[config.mk]
export PLATFORM = sky130hd
export DESIGN_NAME = sevenseg_scan_driver_flat
export DESIGN_NICKNAME = d
export VERILOG_FILES = /design/src/rtl/sevenseg_scan_driver_pkg.sv /design/src/rtl/sevenseg_scan_driver_if.sv /design/src/rtl/sevenseg_scan_driver_decoder.sv /design/src/rtl/sevenseg_scan_driver.sv /design/src/flat_wrapper.sv
export SDC_FILE = /design/constraint.sdc
export NUM_CORES = 1
export LEC_CHECK = 0
export CAP_MARGIN = 40
export CORE_ASPECT_RATIO = 1.75
export CORE_MARGIN = 2
export CORE_UTILIZATION = 40
export CTS_BUF_LIST = sky130_fd_sc_hd__clkbuf_2 sky130_fd_sc_hd__clkbuf_4 sky130_fd_sc_hd__clkbuf_8
export DETAILED_ROUTE_END_ITERATION = 7
export GPL_ROUTABILITY_DRIVEN = 1
export HOLD_SLACK_MARGIN = 0.03
export PLACE_DENSITY = 0.66
export SLEW_MARGIN = 20
export SYNTH_ARGS = -nofsm -noshare
export SYNTH_HDL_FRONTEND = slang
export SYNTH_SLANG_ARGS = --single-unit
[constraint.sdc]
create_clock -name clk_7seg -period 3.4 [get_ports clk_7seg]
set_clock_uncertainty 0.15 [all_clocks]
set_input_delay 0.34 -clock clk_7seg [delete_from_list [all_inputs] [get_ports clk_7seg]]
set_output_delay 0.34 -clock clk_7seg [all_outputs]
set_load 0.02 [all_outputs]
[src/rtl/sevenseg_scan_driver_pkg.sv]
// Shared constants, scan state type and hex-to-segment decode for the
// seven-segment scan driver.
package sevseg_pkg;

    localparam int NUM_DIGITS = 8;

    typedef enum logic {
        BLANK = 1'b0,
        ON    = 1'b1
    } scan_state_t;

    localparam logic [7:0] ANODES_OFF = 8'hFF;
    localparam logic [6:0] SEG_OFF    = 7'h7F;

    // Cathode pattern {a,b,c,d,e,f,g}, active-low
    function automatic logic [6:0] hex_to_seg(input logic [3:0] nib);
        logic [6:0] seg;
        case (nib)
            4'h0:    seg = 7'b0000001;
            4'h1:    seg = 7'b1001111;
            4'h2:    seg = 7'b0010010;
            4'h3:    seg = 7'b0000110;
            4'h4:    seg = 7'b1001100;
            4'h5:    seg = 7'b0100100;
            4'h6:    seg = 7'b0100000;
            4'h7:    seg = 7'b0001111;
            4'h8:    seg = 7'b0000000;
            4'h9:    seg = 7'b0000100;
            4'hA:    seg = 7'b0001000;
            4'hB:    seg = 7'b1100000;
            4'hC:    seg = 7'b0110001;
            4'hD:    seg = 7'b1000010;
            4'hE:    seg = 7'b0110000;
            default: seg = 7'b0111000;
        endcase
        return seg;
    endfunction

endpackage

[src/rtl/sevenseg_scan_driver_if.sv]
// Display-word input and board-side outputs of the seven-segment scan driver.
interface sevenseg_scan_driver_if;
    logic [31:0] value_in;
    logic        load;
    logic        freeze;
    logic [2:0]  brightness;
    logic [7:0]  dp_mask;
    logic [7:0]  an;
    logic [6:0]  sev_out;
    logic        dp_n;
    logic [2:0]  digit_idx;
    logic        frame_done;

    modport master (
        output value_in, load, freeze, brightness, dp_mask,
        input  an, sev_out, dp_n, digit_idx, frame_done
    );

    modport slave (
        input  value_in, load, freeze, brightness, dp_mask,
        output an, sev_out, dp_n, digit_idx, frame_done
    );
endinterface

[src/rtl/sevenseg_scan_driver_decoder.sv]
// Nibble to active-low seven-segment cathode decoder.
module sevseg_decoder
    import sevseg_pkg::*;
(
    input  logic [3:0] nibble,
    output logic [6:0] seg
);
    assign seg = hex_to_seg(nibble);
endmodule

[src/rtl/sevenseg_scan_driver.sv]
// Tear-free 8-digit multiplexed scanner with blank interval and PWM brightness.
// Optional leading-zero blanking is enabled by defining SEVSEG_LZ_BLANK_EN.
module sevenseg_scan_driver
    import sevseg_pkg::*;
#(
    parameter int DWELL_CYCLES = 8,
    parameter int BLANK_CYCLES = 1
) (
    input  logic                    clk_7seg,
    input  logic                    Rst,
    sevenseg_scan_driver_if.slave   bus
);

    localparam int DW = $clog2(DWELL_CYCLES);
    localparam int BW = (BLANK_CYCLES > 1) ? $clog2(BLANK_CYCLES) : 1;
    localparam logic [DW-1:0] DWELL_LAST = DW'(DWELL_CYCLES - 1);
    localparam logic [BW-1:0] BLANK_LAST = BW'(BLANK_CYCLES - 1);
    localparam logic [2:0]    LAST_DIGIT = 3'(NUM_DIGITS - 1);

    scan_state_t   state_reg;
    logic [DW-1:0] dwell_cnt_reg;
    logic [BW-1:0] blank_cnt_reg;
    logic [2:0]    digit_idx_reg;
    logic [31:0]   pending_reg;
    logic [31:0]   shown_reg;
    logic [7:0]    an_reg;
    logic [6:0]    sev_out_reg;
    logic          dp_n_reg;
    logic          frame_done_reg;

    logic [3:0]          nibble_arr [NUM_DIGITS];
    logic [3:0]          cur_nibble;
    logic [6:0]          seg_dec;
    logic [DW-1:0]       dwell_inc;
    logic [7:0]          an_lit;
    logic                lz_dark;
    logic                lit_first;
    logic                lit_next;
    logic                capture;
    logic                frame_end;

    generate
        for (genvar gi = 0; gi < NUM_DIGITS; gi++) begin : g_nib
            assign nibble_arr[gi] = shown_reg[4*gi +: 4];
        end
    endgenerate

`ifdef SEVSEG_LZ_BLANK_EN
    // A digit goes dark when it and every digit above it are zero; digit 0 always shows
    logic [NUM_DIGITS-1:0] dark_mask;
    assign dark_mask[0] = 1'b0;
    generate
        for (genvar gi = 1; gi < NUM_DIGITS; gi++) begin : g_lz
            assign dark_mask[gi] = (shown_reg[31:4*gi] == '0);
        end
    endgenerate
    assign lz_dark = dark_mask[digit_idx_reg];
`else
    assign lz_dark = 1'b0;
`endif

    assign cur_nibble = nibble_arr[digit_idx_reg];

    sevseg_decoder u_decoder (
        .nibble (cur_nibble),
        .seg    (seg_dec)
    );

    assign dwell_inc = dwell_cnt_reg + DW'(1);
    assign an_lit    = ~(8'b1 << digit_idx_reg);
    // Dwell count 0 is always within the duty window, so only blanking can darken it
    assign lit_first = !lz_dark;
    assign lit_next  = (dwell_inc[2:0] <= bus.brightness) && !lz_dark;
    assign capture   = bus.load && !bus.freeze;
    assign frame_end = (state_reg == ON) && (dwell_cnt_reg == DWELL_LAST) &&
                       (digit_idx_reg == LAST_DIGIT);

    always_ff @(posedge clk_7seg) begin
        if (Rst) begin
            state_reg      <= BLANK;
            dwell_cnt_reg  <= '0;
            blank_cnt_reg  <= '0;
            digit_idx_reg  <= '0;
            pending_reg    <= '0;
            shown_reg      <= '0;
            an_reg         <= ANODES_OFF;
            sev_out_reg    <= SEG_OFF;
            dp_n_reg       <= 1'b1;
            frame_done_reg <= 1'b0;
        end else begin
            frame_done_reg <= 1'b0;

            if (capture)
                pending_reg <= bus.value_in;
            // Shown only changes on the edge into digit 0's blank, so a frame never tears
            if (frame_end)
                shown_reg <= capture ? bus.value_in : pending_reg;

            case (state_reg)
                BLANK: begin
                    if (blank_cnt_reg == BLANK_LAST) begin
                        state_reg     <= ON;
                        dwell_cnt_reg <= '0;
                        an_reg        <= lit_first ? an_lit : ANODES_OFF;
                        sev_out_reg   <= seg_dec;
                        dp_n_reg      <= ~bus.dp_mask[digit_idx_reg];
                    end else begin
                        blank_cnt_reg <= blank_cnt_reg + BW'(1);
                    end
                end
                ON: begin
                    if (dwell_cnt_reg == DWELL_LAST) begin
                        state_reg      <= BLANK;
                        blank_cnt_reg  <= '0;
                        digit_idx_reg  <= digit_idx_reg + 3'd1;
                        an_reg         <= ANODES_OFF;
                        sev_out_reg    <= SEG_OFF;
                        dp_n_reg       <= 1'b1;
                        frame_done_reg <= (digit_idx_reg == LAST_DIGIT);
                    end else begin
                        dwell_cnt_reg <= dwell_inc;
                        an_reg        <= lit_next ? an_lit : ANODES_OFF;
                    end
                end
                default: state_reg <= BLANK;
            endcase
        end
    end

    assign bus.an         = an_reg;
    assign bus.sev_out    = sev_out_reg;
    assign bus.dp_n       = dp_n_reg;
    assign bus.digit_idx  = digit_idx_reg;
    assign bus.frame_done = frame_done_reg;

endmodule
[src/flat_wrapper.sv]
// flat-port wrapper written by rule: the top's interface ports become plain ports
module sevenseg_scan_driver_flat import sevseg_pkg::*;
#(
    parameter int DWELL_CYCLES = 8,
    parameter int BLANK_CYCLES = 1
)
  (clk_7seg, Rst, bus_value_in, bus_load, bus_freeze, bus_brightness, bus_dp_mask, bus_an, bus_sev_out, bus_dp_n, bus_digit_idx, bus_frame_done);
  sevenseg_scan_driver_if bus_i ();
  input  logic clk_7seg;
  input  logic Rst;
  input wire logic [$bits(bus_i.value_in)-1:0] bus_value_in;
  input wire logic [$bits(bus_i.load)-1:0] bus_load;
  input wire logic [$bits(bus_i.freeze)-1:0] bus_freeze;
  input wire logic [$bits(bus_i.brightness)-1:0] bus_brightness;
  input wire logic [$bits(bus_i.dp_mask)-1:0] bus_dp_mask;
  output wire logic [$bits(bus_i.an)-1:0] bus_an;
  output wire logic [$bits(bus_i.sev_out)-1:0] bus_sev_out;
  output wire logic [$bits(bus_i.dp_n)-1:0] bus_dp_n;
  output wire logic [$bits(bus_i.digit_idx)-1:0] bus_digit_idx;
  output wire logic [$bits(bus_i.frame_done)-1:0] bus_frame_done;
  assign bus_i.value_in = bus_value_in;
  assign bus_i.load = bus_load;
  assign bus_i.freeze = bus_freeze;
  assign bus_i.brightness = bus_brightness;
  assign bus_i.dp_mask = bus_dp_mask;
  assign bus_an = bus_i.an;
  assign bus_sev_out = bus_i.sev_out;
  assign bus_dp_n = bus_i.dp_n;
  assign bus_digit_idx = bus_i.digit_idx;
  assign bus_frame_done = bus_i.frame_done;
  sevenseg_scan_driver #(.DWELL_CYCLES(DWELL_CYCLES), .BLANK_CYCLES(BLANK_CYCLES)) u_core (.clk_7seg(clk_7seg), .Rst(Rst), .bus(bus_i));
endmodule
==> metrics.cfg, run 1 <==
[setup_path]
slowest_delay_ps=590
worst-setup-path-type=register to register
reg2reg_to=u_core.bus.sev_out[6]$_SDFFE_PP1P_
path_cells=mux4_1 > mux2i_2 > inv_1 > ha_1 > inv_1 > o211a_1 > a22oi_2 > o21a_1
rrSetupSlack_ps=950
ff2ff_path_depth=8
arrival_ps=2560
start_kind=register
critPathMostFrequentCell=inv_1
worstReg2RegStart=u_core.bus.digit_idx[0]$_SDFFE_PP0P_
end_kind=register
crit_required_ps=3510
worstPathMaxFanout=7
cpMaxStageDelayCell=mux4_1

[clocking]
clock_sinks=88
cts_tree=done
cts-resized-gates=0
cts_hold_buf=0
cts_setup_buffers=0
htree_levels=3
cts_buffer_depth=2
clk_pin_slew_ps=80
cts-root-buf=clkbuf_8
cts_buffers=9
clock_latency_ps=360

[timing]
setup_viol=0
hold_viol_final=0
whs_ps=97.7
max_slew_margin_pct=54.1
fmaxAchievable_mhz=408
layout_setup_ws_ps=948
grt_setup_unrepaired=false
post-route-period-util_pct=72.1
tns_ps=0
worst_pin_slew_ps=688
min_period_ps=2450
final-max-slew-violation-count=0

[floorplanning]
start_util_pct=40.7
core_um2=8980
die_y_um=130
num_rows=46
dieArea_um2=9950
die_w_um=76.3
ioPinCount=67

[power]
power.total_mw=2.11
p_leak_nw=1.92
power.density_nw_per_um2=451
vdd_drop_max_mv=0.237

[placed_design]
numPortBuffers=66
pre_cts_ws_ps=945
placedCellCount=522
globalplace.congestion=0.850
detailed_place_hpwl_um=6110
place_area_um2=4440

[logic_synthesis]
synthMuxAreaShare_pct=18.9
async_flop_share_pct=0
synth.avg_cell_area_um2=10.4
yosys_warnings=0
synth_top_family_by_area=multiplexers
synthXorXnorAreaFrac_pct=0.479
synth_compound_area_share_pct=10.8
synth_cell_types=39
ys_ff_latch=88
yosys.area_share.simple_pct=11.8
yosysSeqAreaShare_pct=48.2
synth_area_um2=3660
synth-edff-count=0
netlist_instances=353
ys.flop_type=dfxtp_1
syn_nets=417
synth_adder_area_share_pct=5.82

[global_routing]
grt_overflow=0
grt_max_degree=70
grt_pass1_vias=2637
antenna_found_initial=0
grt_pass1_wl_um=12900
track_usage_pct=17.1

[finish]
finalInstanceArea_um2=4680
stdcell_count=537
antennaDiodeCount=0
drive_gt1_share_pct=9.59
final_common_cell=dfxtp_1
fin_nets=477
utilization_pct=52.1
area_delta_synth_final_pct=27.9
most-common-layout-cells=dfxtp_1 (88), nor2_1 (76), clkdlybuf4s50_1 (65), mux2i_1 (40), a211oi_1 (36)

[hold_path]
min_path_type=input port to register
min_to=u_core.bus.dp_n$_SDFFE_PP1P_
hp-start=Rst
min_path_cells=3

[routing]
ant_nets=0
wl_per_cell_um=14.8
dr.pass1.iters=4
drt_iter0_markers=103
via_count=2668
wl_um=7950
drc=0
viasPerCell=4.97

[outcome]
status=completed

[run]
cap_violations=0

==> final cells by class <==
cell class	instances	area, µm²
inverter	9	33.8
clock inverter	3	90.1
multi-input combinational	230	1750
sequential	88	1760
fill	874	4300
clock buffer	12	153
tap	120	150
timing repair buffer	75	736
==> Yosys cell counts (all sizes together) (7+ instances only) <==
library cell	n	share of area [%]
ha	17	5.8
nor2	77	8.0
dfxtp	88	48
mux4	10	6.6
nand2	11	1.1
a211oi	36	7.4
inv	9	0.92
nand3	7	0.96
mux2i	42	12
buf	11	1.5
clkbuf	15	1.5
==> per-layer routing <==
metal	GRT usage, %	up-vias	wire (µm)
li1	-	1362	-
met1	16.4	1222	2970
met2	32.0	62	4330
met3	4.74	22	316
met4	10.9	0	325
met5	0	-	0
==> kinds of logic (layout without fill, tap and decap cells) <==
family | Yosys count | count (layout)
adder cells (fa/ha/maj) | 17 | 17
multiplexers | 53 | 53
XOR/XNOR | 2 | 2
flip-flops | 88 | 88
buffers and inverters | 35 | 99
AO/OA/AOI/OAI | 53 | 53
AND/OR/NAND/NOR | 105 | 105
==> report_power, final <==
part	leakage, nW	internal (mW)	switching, mW
registers	0.716	1.06	0.0100
clock network	0.124	0.521	0.350
logic	1.08	0.0966	0.0774
total	1.92	1.67	0.437
==> how the worst max path moves through the flow <==
stage / startpoint / to / slack [ps] / cells after the start
finish: u_core.bus.digit_idx[0]$_SDFFE_PP0P_ / u_core.bus.sev_out[6]$_SDFFE_PP1P_ / 950 / 8
CTS: u_core.bus.digit_idx[1]$_SDFFE_PP0P_ / u_core.bus.sev_out[3]$_SDFFE_PP1P_ / 920 / 7
detailed placement: u_core.bus.digit_idx[1]$_SDFFE_PP0P_ / u_core.bus.sev_out[3]$_SDFFE_PP1P_ / 940 / 7
global placement: u_core.bus.digit_idx[0]$_SDFFE_PP0P_ / u_core.bus.sev_out[1]$_SDFFE_PP1P_ / 1020 / 7
global route: u_core.bus.digit_idx[1]$_SDFFE_PP0P_ / u_core.bus.sev_out[3]$_SDFFE_PP1P_ / 690 / 7
floorplan: u_core.bus.digit_idx[1]$_SDFFE_PP0P_ / u_core.bus.sev_out[5]$_SDFFE_PP1P_ / 790 / 7
==> critical path: cells and delay by family, from the launching register on <==
kind | cells | cell delay (ps)
DFF | 1 | 380
AOI/OAI and AO/OA | 3 | 380
adders and majority gates | 1 | 280
buffers and inverters | 2 | 220
muxes | 2 | 960
Note: power is estimated with default switching activity, not from simulation.
==> run 2, diff against run 1 <==
- PLACE_DENSITY: 0.66 -> 0.68
- clock period: 3.4 -> 2.2 ns (I/O delays scaled with it)
==> metrics.cfg, run 2 (same netlist as run 1, synthesis figures left out) <==
[setup_path]
worstPathMaxFanout=5  ; -2
path_cells=mux4_2 > mux2i_4 > inv_2 > ha_4 > buf_4 > o31ai_2 > a31oi_1 > nor2_1
start_kind=register
arrival_ps=2340  ; -220 ps
worst-setup-path-type=register to register
crit_required_ps=2360  ; -1150 ps
end_kind=register
slowest_delay_ps=550  ; -40 ps
cpMaxStageDelayCell=mux4_2

[global_routing]
grt_overflow=0  ; unchanged
track_usage_pct=17.0  ; -0.11 points
antenna_found_initial=0  ; unchanged
grt_pass1_vias=2581  ; -2.1%
grt_pass1_wl_um=13000  ; +0.43%
grt_max_degree=69  ; -1.4%

[clocking]
cts_buffer_depth=2  ; unchanged
htree_levels=3  ; unchanged
clock_sinks=88  ; unchanged
cts_tree=done
cts-root-buf=clkbuf_8
clock_latency_ps=370  ; about the same
clk_pin_slew_ps=90  ; about the same
cts_buffers=9  ; unchanged

[power]
power.density_nw_per_um2=652  ; +45%
p_leak_nw=1.95  ; +1.6%
vdd_drop_max_mv=0.411  ; +73%

[timing]
fmaxAchievable_mhz=458  ; +12%
post-route-period-util_pct=99.1  ; +27 points
worst_pin_slew_ps=688  ; +0.103 ps
final-max-slew-violation-count=0  ; unchanged
hold_viol_final=0  ; unchanged
grt_setup_unrepaired=true
min_period_ps=2180  ; -271 ps
max_slew_margin_pct=54.1  ; about the same
setup_viol=0  ; unchanged

[routing]
drt_iter0_markers=95  ; -7.8%
drc=0  ; unchanged
via_count=2740  ; +2.7%
wl_um=8020  ; +0.92%
wl_per_cell_um=14.6  ; -1.1%
dr.pass1.iters=4  ; unchanged
ant_nets=0  ; unchanged
viasPerCell=5.00  ; +0.64%

[run]
cap_violations=0  ; unchanged

[placed_design]
detailed_place_hpwl_um=5990  ; -1.9%
numPortBuffers=66  ; unchanged
place_area_um2=4530  ; +2.1%
placedCellCount=527  ; +0.96%
globalplace.congestion=0.909  ; +6.9%

[finish]
antennaDiodeCount=0  ; unchanged
most-common-layout-cells=dfxtp_1 (84), nor2_1 (76), clkdlybuf4s50_1 (65), mux2i_1 (39), a211oi_1 (36)
stdcell_count=548  ; +2.0%
fin_nets=487  ; +2.1%
area_delta_synth_final_pct=33.0
nFillCells=854  ; -2.3%
drive_gt1_share_pct=15.2  ; +5.6 points
final_common_cell=dfxtp_1
finalInstanceArea_um2=4860  ; +4.0%

[floorplanning]
ioPinCount=67  ; unchanged
dieArea_um2=9950  ; unchanged
die_w_um=76.3  ; unchanged
start_util_pct=40.7  ; unchanged
die_y_um=130  ; unchanged
core_um2=8980  ; unchanged
num_rows=46  ; unchanged

[hold_path]
min_path_type=register to register

[outcome]
status=completed

[run 2: area by class of cell]
cell class / count / area, µm² / area share, %
tap: 120 / 150 / 3.09
inverter: 9 / 33.8 / 0.695
clock inverter: 3 / 65.1 / 1.34
timing repair buffer: 85 / 838 / 17.2
clock buffer: 13 / 160 / 3.29
multi-input combinational: 230 / 1840 / 37.9
sequential: 88 / 1770 / 36.4
[run 2: power by group]
part | internal, mW | leakage, nW | switching [mW]
sequential | 1.63 | 0.719 | 0.0153
combinational | 0.154 | 1.11 | 0.125
clock | 0.708 | 0.118 | 0.539
[run 2: worst max-delay path, delay by kind of cell (launching register included)]
family                   cells  cell delay, ps
buffers and inverters        2             220
multiplexers                 2             790
AND/OR/NAND/NOR              1             100
adder cells (fa/ha/maj)      1             170
AO/OA/AOI/OAI                2             280
flip-flops                   1             400
[run 2: path summary, 6_finish.rpt]
kind              slack, ps                                 end  depth (start not counted)                            startpoint
hold / removal          320  u_core.bus.sev_out[6]$_SDFFE_PP1P_                          1    u_core.bus.sev_out[6]$_SDFFE_PP1P_
setup / recovery         20  u_core.bus.sev_out[4]$_SDFFE_PP1P_                          8  u_core.bus.digit_idx[0]$_SDFFE_PP0P_
setup reg to reg         20  u_core.bus.sev_out[4]$_SDFFE_PP1P_                          8  u_core.bus.digit_idx[0]$_SDFFE_PP0P_
hold reg to reg         320  u_core.bus.sev_out[6]$_SDFFE_PP1P_                          1    u_core.bus.sev_out[6]$_SDFFE_PP1P_
[run 2: repair_timing]
item | CTS | global route
hold buffers | 1 | 0
endpoints found under the setup margin | 3 | 19
setup buffers | 2 | 2
endpoints found under the hold margin | 1 | 0
pin swaps | 0 | 5
gates resized for setup | 1 | 10
[run 2: layer usage]
layer	up-vias	track usage (%)	wire length, µm
met1	1291	18.3	3180
met5	-	0	0
met3	14	2.68	200
met4	0	8.98	237
met2	50	31.8	4400
li1	1385	-	-
[run 2: metrics by stage]
| step | hold WS, ps | setup TNS (ps) | utilization (%) | total power, mW | setup slack, ps |
|---|---|---|---|---|---|
| 2_1_floorplan | 234 | -214 | - | 1.82 | -77.1 |
| 3_3_place_gp | 300 | 0 | 50.4 | 1.96 | 47.4 |
| 3_5_place_dp | 307 | -92.0 | 50.4 | 1.96 | -56.7 |
| 4_1_cts | 325 | 0 | 53.3 | 3.20 | 4.44 |
| 5_1_grt | 359 | -333 | 54.2 | 3.30 | -70.8 |
| 6_report | 321 | 0 | 54.2 | 3.17 | 18.7 |
